File: src/rtl/ram2ddr_pkg.sv
// Shared types and constants for the SRAM-to-DDR bridge: FSM states and
// user-port command codes.
package ram2ddr_pkg;

  typedef enum logic [2:0] {
    IDLE    = 3'd0,
    WR_CMD  = 3'd1,
    WR_WAIT = 3'd2,
    RD_CMD  = 3'd3,
    RD_WAIT = 3'd4,
    DONE    = 3'd5
  } state_t;

  localparam logic [2:0] APP_CMD_WRITE = 3'b000;
  localparam logic [2:0] APP_CMD_READ  = 3'b001;

  localparam int LANE_W = 16;

endpackage

File: src/rtl/ram2ddr_xadc_if.sv
// Memory-controller user port (command, write-data and read-data channels).
// master = bridge side, slave = controller side.
interface ram2ddr_xadc_if #(
  parameter int RAM_ADDR_W = 27,
  parameter int APP_DATA_W = 128
);
  logic [RAM_ADDR_W-1:0]   app_addr;
  logic [2:0]              app_cmd;
  logic                    app_en;
  logic                    app_rdy;
  logic [APP_DATA_W-1:0]   app_wdf_data;
  logic [APP_DATA_W/8-1:0] app_wdf_mask;
  logic                    app_wdf_wren;
  logic                    app_wdf_end;
  logic                    app_wdf_rdy;
  logic [APP_DATA_W-1:0]   app_rd_data;
  logic                    app_rd_data_valid;
  logic                    init_calib_complete;

  modport master (
    output app_addr, app_cmd, app_en, app_wdf_data, app_wdf_mask,
           app_wdf_wren, app_wdf_end,
    input  app_rdy, app_wdf_rdy, app_rd_data, app_rd_data_valid,
           init_calib_complete
  );

  modport slave (
    input  app_addr, app_cmd, app_en, app_wdf_data, app_wdf_mask,
           app_wdf_wren, app_wdf_end,
    output app_rdy, app_wdf_rdy, app_rd_data, app_rd_data_valid,
           init_calib_complete
  );
endinterface

File: src/rtl/ram2ddr_sync.sv
// Input capture stage for the SRAM-side pins. RAM2DDR_INSYNC_EN selects a
// two-flop synchronizer; otherwise a single register stage.
module ram2ddr_sync #(
  parameter int               WIDTH   = 1,
  parameter logic [WIDTH-1:0] RST_VAL = '0
) (
  input  logic             clk,
  input  logic             rst_n,
  input  logic [WIDTH-1:0] d,
  output logic [WIDTH-1:0] q
);

`ifdef RAM2DDR_INSYNC_EN
  logic [WIDTH-1:0] meta;

  always_ff @(posedge clk or negedge rst_n) begin
    if (!rst_n) begin
      meta <= RST_VAL;
      q    <= RST_VAL;
    end else begin
      meta <= d;
      q    <= meta;
    end
  end
`else
  always_ff @(posedge clk or negedge rst_n) begin
    if (!rst_n) q <= RST_VAL;
    else        q <= d;
  end
`endif

endmodule

File: src/rtl/ram2ddr_xadc.sv
// Bridges an asynchronous 16-bit SRAM-style port onto a DDR controller user
// port. Input capture depth is set by RAM2DDR_INSYNC_EN (see ram2ddr_sync).
module ram2ddr_xadc
  import ram2ddr_pkg::*;
#(
  parameter int RAM_ADDR_W = 27,
  parameter int APP_DATA_W = 128
) (
  input  logic                  clk_200MHz_i,
  input  logic                  rst_i,
  input  logic [11:0]           device_temp_i,
  output logic [11:0]           device_temp_o,
  input  logic [RAM_ADDR_W-1:0] ram_a,
  input  logic [15:0]           ram_dq_i,
  output logic [15:0]           ram_dq_o,
  input  logic                  ram_cen,
  input  logic                  ram_oen,
  input  logic                  ram_wen,
  input  logic                  ram_ub,
  input  logic                  ram_lb,
  output logic                  busy_o,
  ram2ddr_xadc_if.master        app
);

  localparam int LANES  = APP_DATA_W / LANE_W;
  localparam int MASK_W = APP_DATA_W / 8;
  localparam int IN_W   = (RAM_ADDR_W - 1) + 16 + 5;

  logic [IN_W-1:0]       in_raw;
  logic [IN_W-1:0]       in_s;
  logic [RAM_ADDR_W-1:1] a_s;
  logic [15:0]           dq_s;
  logic                  ub_s, lb_s, wen_s, oen_s, cen_s;
  logic                  unused_a0;

  // Strobes reset to their deasserted (high) level so reset never looks like a cen edge.
  assign in_raw = {ram_a[RAM_ADDR_W-1:1], ram_dq_i, ram_ub, ram_lb, ram_wen, ram_oen, ram_cen};
  assign unused_a0 = ram_a[0];

  ram2ddr_sync #(
    .WIDTH   (IN_W),
    .RST_VAL ({{(IN_W-5){1'b0}}, 5'b11111})
  ) u_sync (
    .clk   (clk_200MHz_i),
    .rst_n (rst_i),
    .d     (in_raw),
    .q     (in_s)
  );

  assign {a_s, dq_s, ub_s, lb_s, wen_s, oen_s, cen_s} = in_s;

  state_t                state, state_nxt;
  logic                  cen_hist;
  logic                  cmd_done, wdf_done;
  logic [15:0]           data_r;
  logic [2:0]            lane_r;
  logic [RAM_ADDR_W-1:0] addr_r;
  logic [MASK_W-1:0]     mask_r, mask_nxt;
  logic [15:0]           dq_r, rd_word;
  logic [11:0]           temp_r;
  logic                  en_c, wren_c;
  logic [2:0]            cmd_c;
  logic                  cen_fall, start_wr, start_rd, cmd_ok, wdf_ok, leave_idle;

  assign cen_fall = cen_hist & ~cen_s;
  assign start_wr = app.init_calib_complete & cen_fall & ~wen_s;
  assign start_rd = app.init_calib_complete & cen_fall & ~oen_s & wen_s;
  assign cmd_ok   = cmd_done | app.app_rdy;
  assign wdf_ok   = wdf_done | app.app_wdf_rdy;

  always_ff @(posedge clk_200MHz_i or negedge rst_i) begin
    if (!rst_i) state <= IDLE;
    else        state <= state_nxt;
  end

  always_comb begin
    state_nxt = state;
    en_c      = 1'b0;
    wren_c    = 1'b0;
    cmd_c     = APP_CMD_WRITE;
    case (state)
      IDLE: begin
        if (start_wr)      state_nxt = WR_CMD;
        else if (start_rd) state_nxt = RD_CMD;
      end
      // Command and write-data channels handshake independently.
      WR_CMD, WR_WAIT: begin
        en_c   = ~cmd_done;
        wren_c = ~wdf_done;
        if (cmd_ok && wdf_ok)      state_nxt = DONE;
        else if (cmd_ok || wdf_ok) state_nxt = WR_WAIT;
      end
      RD_CMD: begin
        en_c  = 1'b1;
        cmd_c = APP_CMD_READ;
        if (app.app_rdy) state_nxt = RD_WAIT;
      end
      RD_WAIT: if (app.app_rd_data_valid) state_nxt = DONE;
      DONE:    state_nxt = IDLE;
      default: state_nxt = IDLE;
    endcase
  end

  assign leave_idle = (state == IDLE) && (state_nxt != IDLE);

  always_comb begin
    mask_nxt = '1;
    for (int i = 0; i < LANES; i++) begin
      if (a_s[3:1] == 3'(i)) begin
        mask_nxt[2*i]   = lb_s;
        mask_nxt[2*i+1] = ub_s;
      end
    end
  end

  always_comb begin
    rd_word = '0;
    for (int i = 0; i < LANES; i++) begin
      if (lane_r == 3'(i)) rd_word = app.app_rd_data[LANE_W*i +: LANE_W];
    end
  end

  always_ff @(posedge clk_200MHz_i or negedge rst_i) begin
    if (!rst_i) begin
      cen_hist <= 1'b1;
      cmd_done <= 1'b0;
      wdf_done <= 1'b0;
      data_r   <= '0;
      lane_r   <= '0;
      addr_r   <= '0;
      mask_r   <= '1;
      dq_r     <= '0;
      temp_r   <= '0;
    end else begin
      cen_hist <= cen_s;
      temp_r   <= device_temp_i;
      if (state == WR_CMD || state == WR_WAIT) begin
        if (app.app_rdy)     cmd_done <= 1'b1;
        if (app.app_wdf_rdy) wdf_done <= 1'b1;
      end else begin
        cmd_done <= 1'b0;
        wdf_done <= 1'b0;
      end
      if (leave_idle) begin
        data_r <= dq_s;
        lane_r <= a_s[3:1];
        addr_r <= {a_s[RAM_ADDR_W-1:4], 4'b0000};
        mask_r <= mask_nxt;
      end
      if (state == RD_WAIT && app.app_rd_data_valid) dq_r <= rd_word;
    end
  end

  assign app.app_en       = en_c;
  assign app.app_cmd      = cmd_c;
  assign app.app_addr     = addr_r;
  assign app.app_wdf_data = {LANES{data_r}};
  assign app.app_wdf_mask = mask_r;
  assign app.app_wdf_wren = wren_c;
  assign app.app_wdf_end  = wren_c;

  assign ram_dq_o      = dq_r;
  assign device_temp_o = temp_r;
  assign busy_o        = (state != IDLE);

endmodule

File: src/flat_wrapper.sv
// flat-port wrapper written by rule: the top's interface ports become plain ports
module ram2ddr_xadc_flat import ram2ddr_pkg::*;
#(
  parameter int RAM_ADDR_W = 27,
  parameter int APP_DATA_W = 128
)
  (clk_200MHz_i, rst_i, device_temp_i, device_temp_o, ram_a, ram_dq_i, ram_dq_o, ram_cen, ram_oen, ram_wen, ram_ub, ram_lb, busy_o, app_app_addr, app_app_cmd, app_app_en, app_app_wdf_data, app_app_wdf_mask, app_app_wdf_wren, app_app_wdf_end, app_app_rdy, app_app_wdf_rdy, app_app_rd_data, app_app_rd_data_valid, app_init_calib_complete);
  ram2ddr_xadc_if #(.RAM_ADDR_W(RAM_ADDR_W), .APP_DATA_W(APP_DATA_W)) app_i ();
  input  logic clk_200MHz_i;
  input  logic rst_i;
  input  logic [11:0] device_temp_i;
  output logic [11:0] device_temp_o;
  input  logic [RAM_ADDR_W-1:0] ram_a;
  input  logic [15:0] ram_dq_i;
  output logic [15:0] ram_dq_o;
  input  logic ram_cen;
  input  logic ram_oen;
  input  logic ram_wen;
  input  logic ram_ub;
  input  logic ram_lb;
  output logic busy_o;
  output wire logic [$bits(app_i.app_addr)-1:0] app_app_addr;
  output wire logic [$bits(app_i.app_cmd)-1:0] app_app_cmd;
  output wire logic [$bits(app_i.app_en)-1:0] app_app_en;
  output wire logic [$bits(app_i.app_wdf_data)-1:0] app_app_wdf_data;
  output wire logic [$bits(app_i.app_wdf_mask)-1:0] app_app_wdf_mask;
  output wire logic [$bits(app_i.app_wdf_wren)-1:0] app_app_wdf_wren;
  output wire logic [$bits(app_i.app_wdf_end)-1:0] app_app_wdf_end;
  input wire logic [$bits(app_i.app_rdy)-1:0] app_app_rdy;
  input wire logic [$bits(app_i.app_wdf_rdy)-1:0] app_app_wdf_rdy;
  input wire logic [$bits(app_i.app_rd_data)-1:0] app_app_rd_data;
  input wire logic [$bits(app_i.app_rd_data_valid)-1:0] app_app_rd_data_valid;
  input wire logic [$bits(app_i.init_calib_complete)-1:0] app_init_calib_complete;
  assign app_app_addr = app_i.app_addr;
  assign app_app_cmd = app_i.app_cmd;
  assign app_app_en = app_i.app_en;
  assign app_app_wdf_data = app_i.app_wdf_data;
  assign app_app_wdf_mask = app_i.app_wdf_mask;
  assign app_app_wdf_wren = app_i.app_wdf_wren;
  assign app_app_wdf_end = app_i.app_wdf_end;
  assign app_i.app_rdy = app_app_rdy;
  assign app_i.app_wdf_rdy = app_app_wdf_rdy;
  assign app_i.app_rd_data = app_app_rd_data;
  assign app_i.app_rd_data_valid = app_app_rd_data_valid;
  assign app_i.init_calib_complete = app_init_calib_complete;
  ram2ddr_xadc #(.RAM_ADDR_W(RAM_ADDR_W), .APP_DATA_W(APP_DATA_W)) u_core (.clk_200MHz_i(clk_200MHz_i), .rst_i(rst_i), .device_temp_i(device_temp_i), .device_temp_o(device_temp_o), .ram_a(ram_a), .ram_dq_i(ram_dq_i), .ram_dq_o(ram_dq_o), .ram_cen(ram_cen), .ram_oen(ram_oen), .ram_wen(ram_wen), .ram_ub(ram_ub), .ram_lb(ram_lb), .busy_o(busy_o), .app(app_i));
endmodule
File: config.mk
export PLATFORM = sky130hd
export DESIGN_NAME = ram2ddr_xadc_flat
export DESIGN_NICKNAME = d
export VERILOG_FILES = /design/src/rtl/ram2ddr_pkg.sv /design/src/rtl/ram2ddr_xadc_if.sv /design/src/rtl/ram2ddr_sync.sv /design/src/rtl/ram2ddr_xadc.sv /design/src/flat_wrapper.sv
export SDC_FILE = /design/constraint.sdc
export NUM_CORES = 1
export LEC_CHECK = 0
export ABC_CLOCK_PERIOD_IN_PS = 3600
export BUFFER_PORTS_ARGS = -buffer_cell sky130_fd_sc_hd__buf_2
export CAP_MARGIN = 20
export CORE_AREA = 2 2 155 157
export CTS_CLUSTER_SIZE = 24
export DETAILED_ROUTE_END_ITERATION = 6
export DIE_AREA = 0 0 157 159
export HOLD_SLACK_MARGIN = 0.02
export PLACE_DENSITY = 0.54
export SLEW_MARGIN = 20
export SYNTH_ARGS = -nofsm -noshare
export SYNTH_HDL_FRONTEND = slang
export SYNTH_SLANG_ARGS = --single-unit
File: constraint.sdc
create_clock -name clk_200MHz_i -period 3.6 [get_ports clk_200MHz_i]
set_input_delay 0.54 -clock clk_200MHz_i [delete_from_list [all_inputs] [get_ports clk_200MHz_i]]
set_output_delay 0.54 -clock clk_200MHz_i [all_outputs]
set_load 0.1 [all_outputs]
# Yosys cells after proc, flatten, opt, wreduce, memory -nomap -nowiden
# Cells that the tools add are included.
[word_totals]
register_bits = 139
out_inout_bits = 206
wordCells = 84
inputBits = 194
[op_classes]
bitwise_logic = 12
n_reduce_logical = 11
muxes = 30
eq_ne = 20
[op_table]
columns = ["cell", "count"]
rows = [
  ["$mux 16", 8],
  ["$eq 3x3->1 const B", 9],
  ["$eq 3x2->1 const B", 6],
  ["$mux 3", 6],
  ["$mux 2", 8],
  ["$pmux 3 s4", 1],
  ["$eq 3x1->1 const B", 3],
  ["$logic_not 3->1", 3],
  ["$mux 1", 6],
  ["$reduce_bool 3->1", 2],
  ["$and 1x1->1", 5],
  ["$not 1->1", 5],
  ["$ne 2x2->1 const B", 2],
  ["$logic_and 1x1->1", 3],
  ["$logic_or 1x1->1", 2],
  ["$or 1x1->1", 2],
  ["$pmux 1 s2", 1],
  ["$reduce_or 2->1", 1],
]

# Logic depth before layout (Yosys ltp)
[depth]
word_depth = 10
ltp_mapped = 7

# Cells and area by module
# A second synthesis with hierarchy kept.
[hier_totals]
hier_cells = 615
area_unflattened_um2 = 6845.3
[by_module_without_submodules]
columns = ["mod", "area_each_um2", "cells_per_inst", "n_inst", "seq_area_each_um2"]
rows = [
  ["ram2ddr_xadc", 5662.9, 568, 1, 2323.5],
  ["ram2ddr_sync", 1182.4, 47, 1, 1182.4],
]

# Worst setup path after synthesis
# Ideal clock, no wire load.
[synth_timing]
path_kind = "reg2out"
start = "register u_core.state[1]"
end = "output app_app_wdf_wren"
arrival_ns = 2.641
slack_ns = 0.419
stages_incl_launch_ff = 6
path_cell_list = "dfrtp_1 clkbuf_1 xor2_1 nand2b_1 nor2_1 buf_4"
[synth_via]
elab_chain_len = 3
[synth_rtl]
columns = ["element", "line_no", "text"]
rows = [
  ["from (decl)", "ram2ddr_xadc.sv:52", "state_t state, state_nxt;"],
  ["from (signal assigned)", "ram2ddr_xadc.sv:73", "else state <= state_nxt;"],
  ["$eq 3x2->1 / $eq 3x1->1 (equally long branches)", "ram2ddr_xadc.sv:81", "case (state)"],
  ["$reduce_or 2->1 *", "ram2ddr_xadc.sv:81", ""],
  ["$mux 1 *", "ram2ddr_xadc.sv:81", ""],
  ["to (decl)", "flat_wrapper.sv:27", "output wire logic [$bits(app_i.app_wdf_wren)-1:0] app_app_wdf_wren;"],
]
# Mark *: on every way between the ends. The rest lies on a longest branch, timed or not.

# Worst setup path after layout
[layout_timing]
start = "register u_core.state[1]"
end = "output app_app_wdf_end"
[layout_via]
elab_chain_len = 3
[layout_rtl]
columns = ["element", "line_no", "text"]
rows = [
  ["$eq 3x2->1 / $eq 3x1->1 (equally long branches)", "ram2ddr_xadc.sv:81", ""],
  ["$reduce_or 2->1 *", "ram2ddr_xadc.sv:81", ""],
  ["$mux 1 *", "ram2ddr_xadc.sv:81", ""],
  ["to (decl)", "flat_wrapper.sv:28", "output wire logic [$bits(app_i.app_wdf_end)-1:0] app_app_wdf_end;"],
]
# Marked as above.

==> out/results.ini <==
[drt]
initialDrtViolationCount=233
drt-pass1-iter-count=5
drc_errors=0
routed_wl_um=19280
drt-met1-wl_um=8218
wl_per_cell_um=15.82
wl_met3_um=1179
antenna_left=0
viasPerCell=4.376
top_layer=met4
via_count=5334
wl_met2_um=9584

[timing]
worst_slew_pin_slew_ns=0.9723
setup_viol=0
period_needed_ns=2.502
rsz0062_at_grt=no
hold_viol=0
max_slew_margin=0.3518
finalClockSkew_ns=0.02071
fin_crit_sh=0.6950
fmaxAchievable_mhz=399.7
finalSetupTns_ns=0
maxSlewViolCount=0

[synth]
ys_warn_count=0
yosys_most_used_dff=dfrtp_1
synth_edf_count=0
avgSynthCellArea_um2=10.90
async_reset_ff_frac=1.000
ys_seq_area_frac=0.5224
syn_area_um2=6711
synth_cells=616
ys_seq_elements=139
synth_cell_types=39

[placement]
io_buffers=392
place_area_um2=8119
place_hpwl_um=14580
finalWeightedCongestion=0.9228

[clock_network]
cts_buffers=17
clkSinkCount=139
clockBufferDepth=2
clock-root-buffer=clkbuf_16
htreeDepth=4
clk_pin_slew_ns=0.07
cts_tree=yes
insertion_delay_ns=0.42
postCtsHoldBufs=0
cts_resized=0
post_cts_buffers=0

[finish]
syn_to_final_growth_pct=29.96
layout-drive-gt1-share=0.5611
finish.net_count=1081
antenna_cells=0
final_cell_mix=buf_2, dfrtp_1, nor2_1, a21oi_1, inv_1
layout_commonest_cell=buf_2
final_area_um2=8722

[floorplan]
dieWidth_um=157
core_area_um2=23190
rows=56
die_h_um=159
die_area_um2=24960
start_util=0.2894
ios=400

[global_route]
grt_pass1_wl_um=28640
grt_max_degree=80
antenna_found_initial=0
grt_pass1_vias=4965
grt_usage=0.1494
grt_overflow_total=0

[worst_hold_path]
hp-class=primary input to asynchronous set/reset pin

[setup_path]
reg2reg_depth=4
cp_data_arrival_time_ns=1.96
r2r-start=u_core.state[1]
critical_path_class=register to output pin
crit_required_ns=3.06
crit_path_start_kind=register
r2r_end=u_core.lane_r[0]
worstPathMaxFanout=11
cp-end-kind=output pin
rrSetupSlack_ns=1.23

[outcome]
status=completed

[flow_run]
maxCapViolCount=0

-- how the worst max path moves through the flow --
stage                                from                end  depth (start not counted)
after floorplan           u_core.state[1]   app_app_wdf_wren                          5
after global placement    u_core.state[1]   u_core.lane_r[0]                          4
after detailed placement  u_core.state[1]  u_core.data_r[11]                          4
after CTS                 u_core.state[1]    app_app_wdf_end                          4
after global routing      u_core.state[1]   app_app_wdf_wren                          4
final                     u_core.state[1]    app_app_wdf_end                          4
-- synthesized netlist by cell type, types with 7 or more instances --
library cell    n  area [um^2]
dfrtp_1       117         2928
nand2_1        17        63.81
nor2_1         52        195.2
clkbuf_1       26        97.59
o31ai_1        14        105.1
o32a_1         14        140.1
a21o_1         16        120.1
inv_1          29        108.9
dfstp_2        22        578.1
mux2_4         17        255.2
o21ai_0        19        95.09
mux2_2         25        281.5
nor3_1         15        75.07
a21oi_1        31        155.2
a31oi_1         7        43.79
nor2b_1         8        50.05
a221oi_1       14        122.6
o22ai_1        15        93.84
buf_4         119        893.4
-- state kept, by name, summed over array words and instances (netlist names) --
signal,cells
u_core.cmd_done,1
u_core.wdf_done,1
u_core.ram_dq_o,16
u_core.cen_hist,1
u_core.app.app_wdf_mask,16
u_core.state,3
u_core.data_r,16
u_core.u_sync.q,47
u_core.lane_r,3
u_core.app.app_addr,23
u_core.device_temp_o,12
-- cells by family after synthesis --
group | after synthesis | synth area share
flops | 139 | 0.5224
simple gates | 108 | 0.07308
buf+inv | 185 | 0.1745
other cells | 1 | 0.0005587
fa+ha+maj | 1 | 0.001491
xor+xnor | 1 | 0.001305
mux | 46 | 0.08967
compound gates | 135 | 0.1370
-- routing by layer --
metal | vias to the layer above | track usage
met3 | 19 | 0.03457
met5 | - | 0
met2 | 217 | 0.2422
li1 | 2539 | -
met1 | 2559 | 0.1989
met4 | 0 | 0.04337
-- cell type report --
class                      instances  area, um^2
sequential                       139        3506
fill                            2342       14470
tap                              319       399.1
clock inverter                    13       150.1
multi-input combinational        297        2054
clock buffer                      19       452.9
inverter                          29       108.9
timing repair buffer             403        2051
-- stage by stage --
| stage | utilization | hold WS (ns) | worst slack, ns | std cells |
|---|---|---|---|---|
| after detailed placement | 0.3501 | 0.3702 | 1.221 | 1187 |
| final | 0.3761 | 0.1585 | 1.098 | 1219 |
| after CTS | 0.3761 | 0.1801 | 1.032 | 1219 |
| after floorplan | - | 0.2444 | 0.4187 | 621 |
| after global placement | 0.3501 | 0.3675 | 1.229 | 1187 |
| after global routing | 0.3761 | 0.1950 | 0.9115 | 1219 |
-- worst max-delay path, cell delays in order (launching register included) --
cell and delay, ns:
dfrtp_1 0.53, xor2_1 0.17, nand2b_1 0.14, nor2_1 0.23, buf_2 0.48
Power is not shown: default switching activity piles up to over one toggle a cycle in this logic, so the estimate is an artifact.
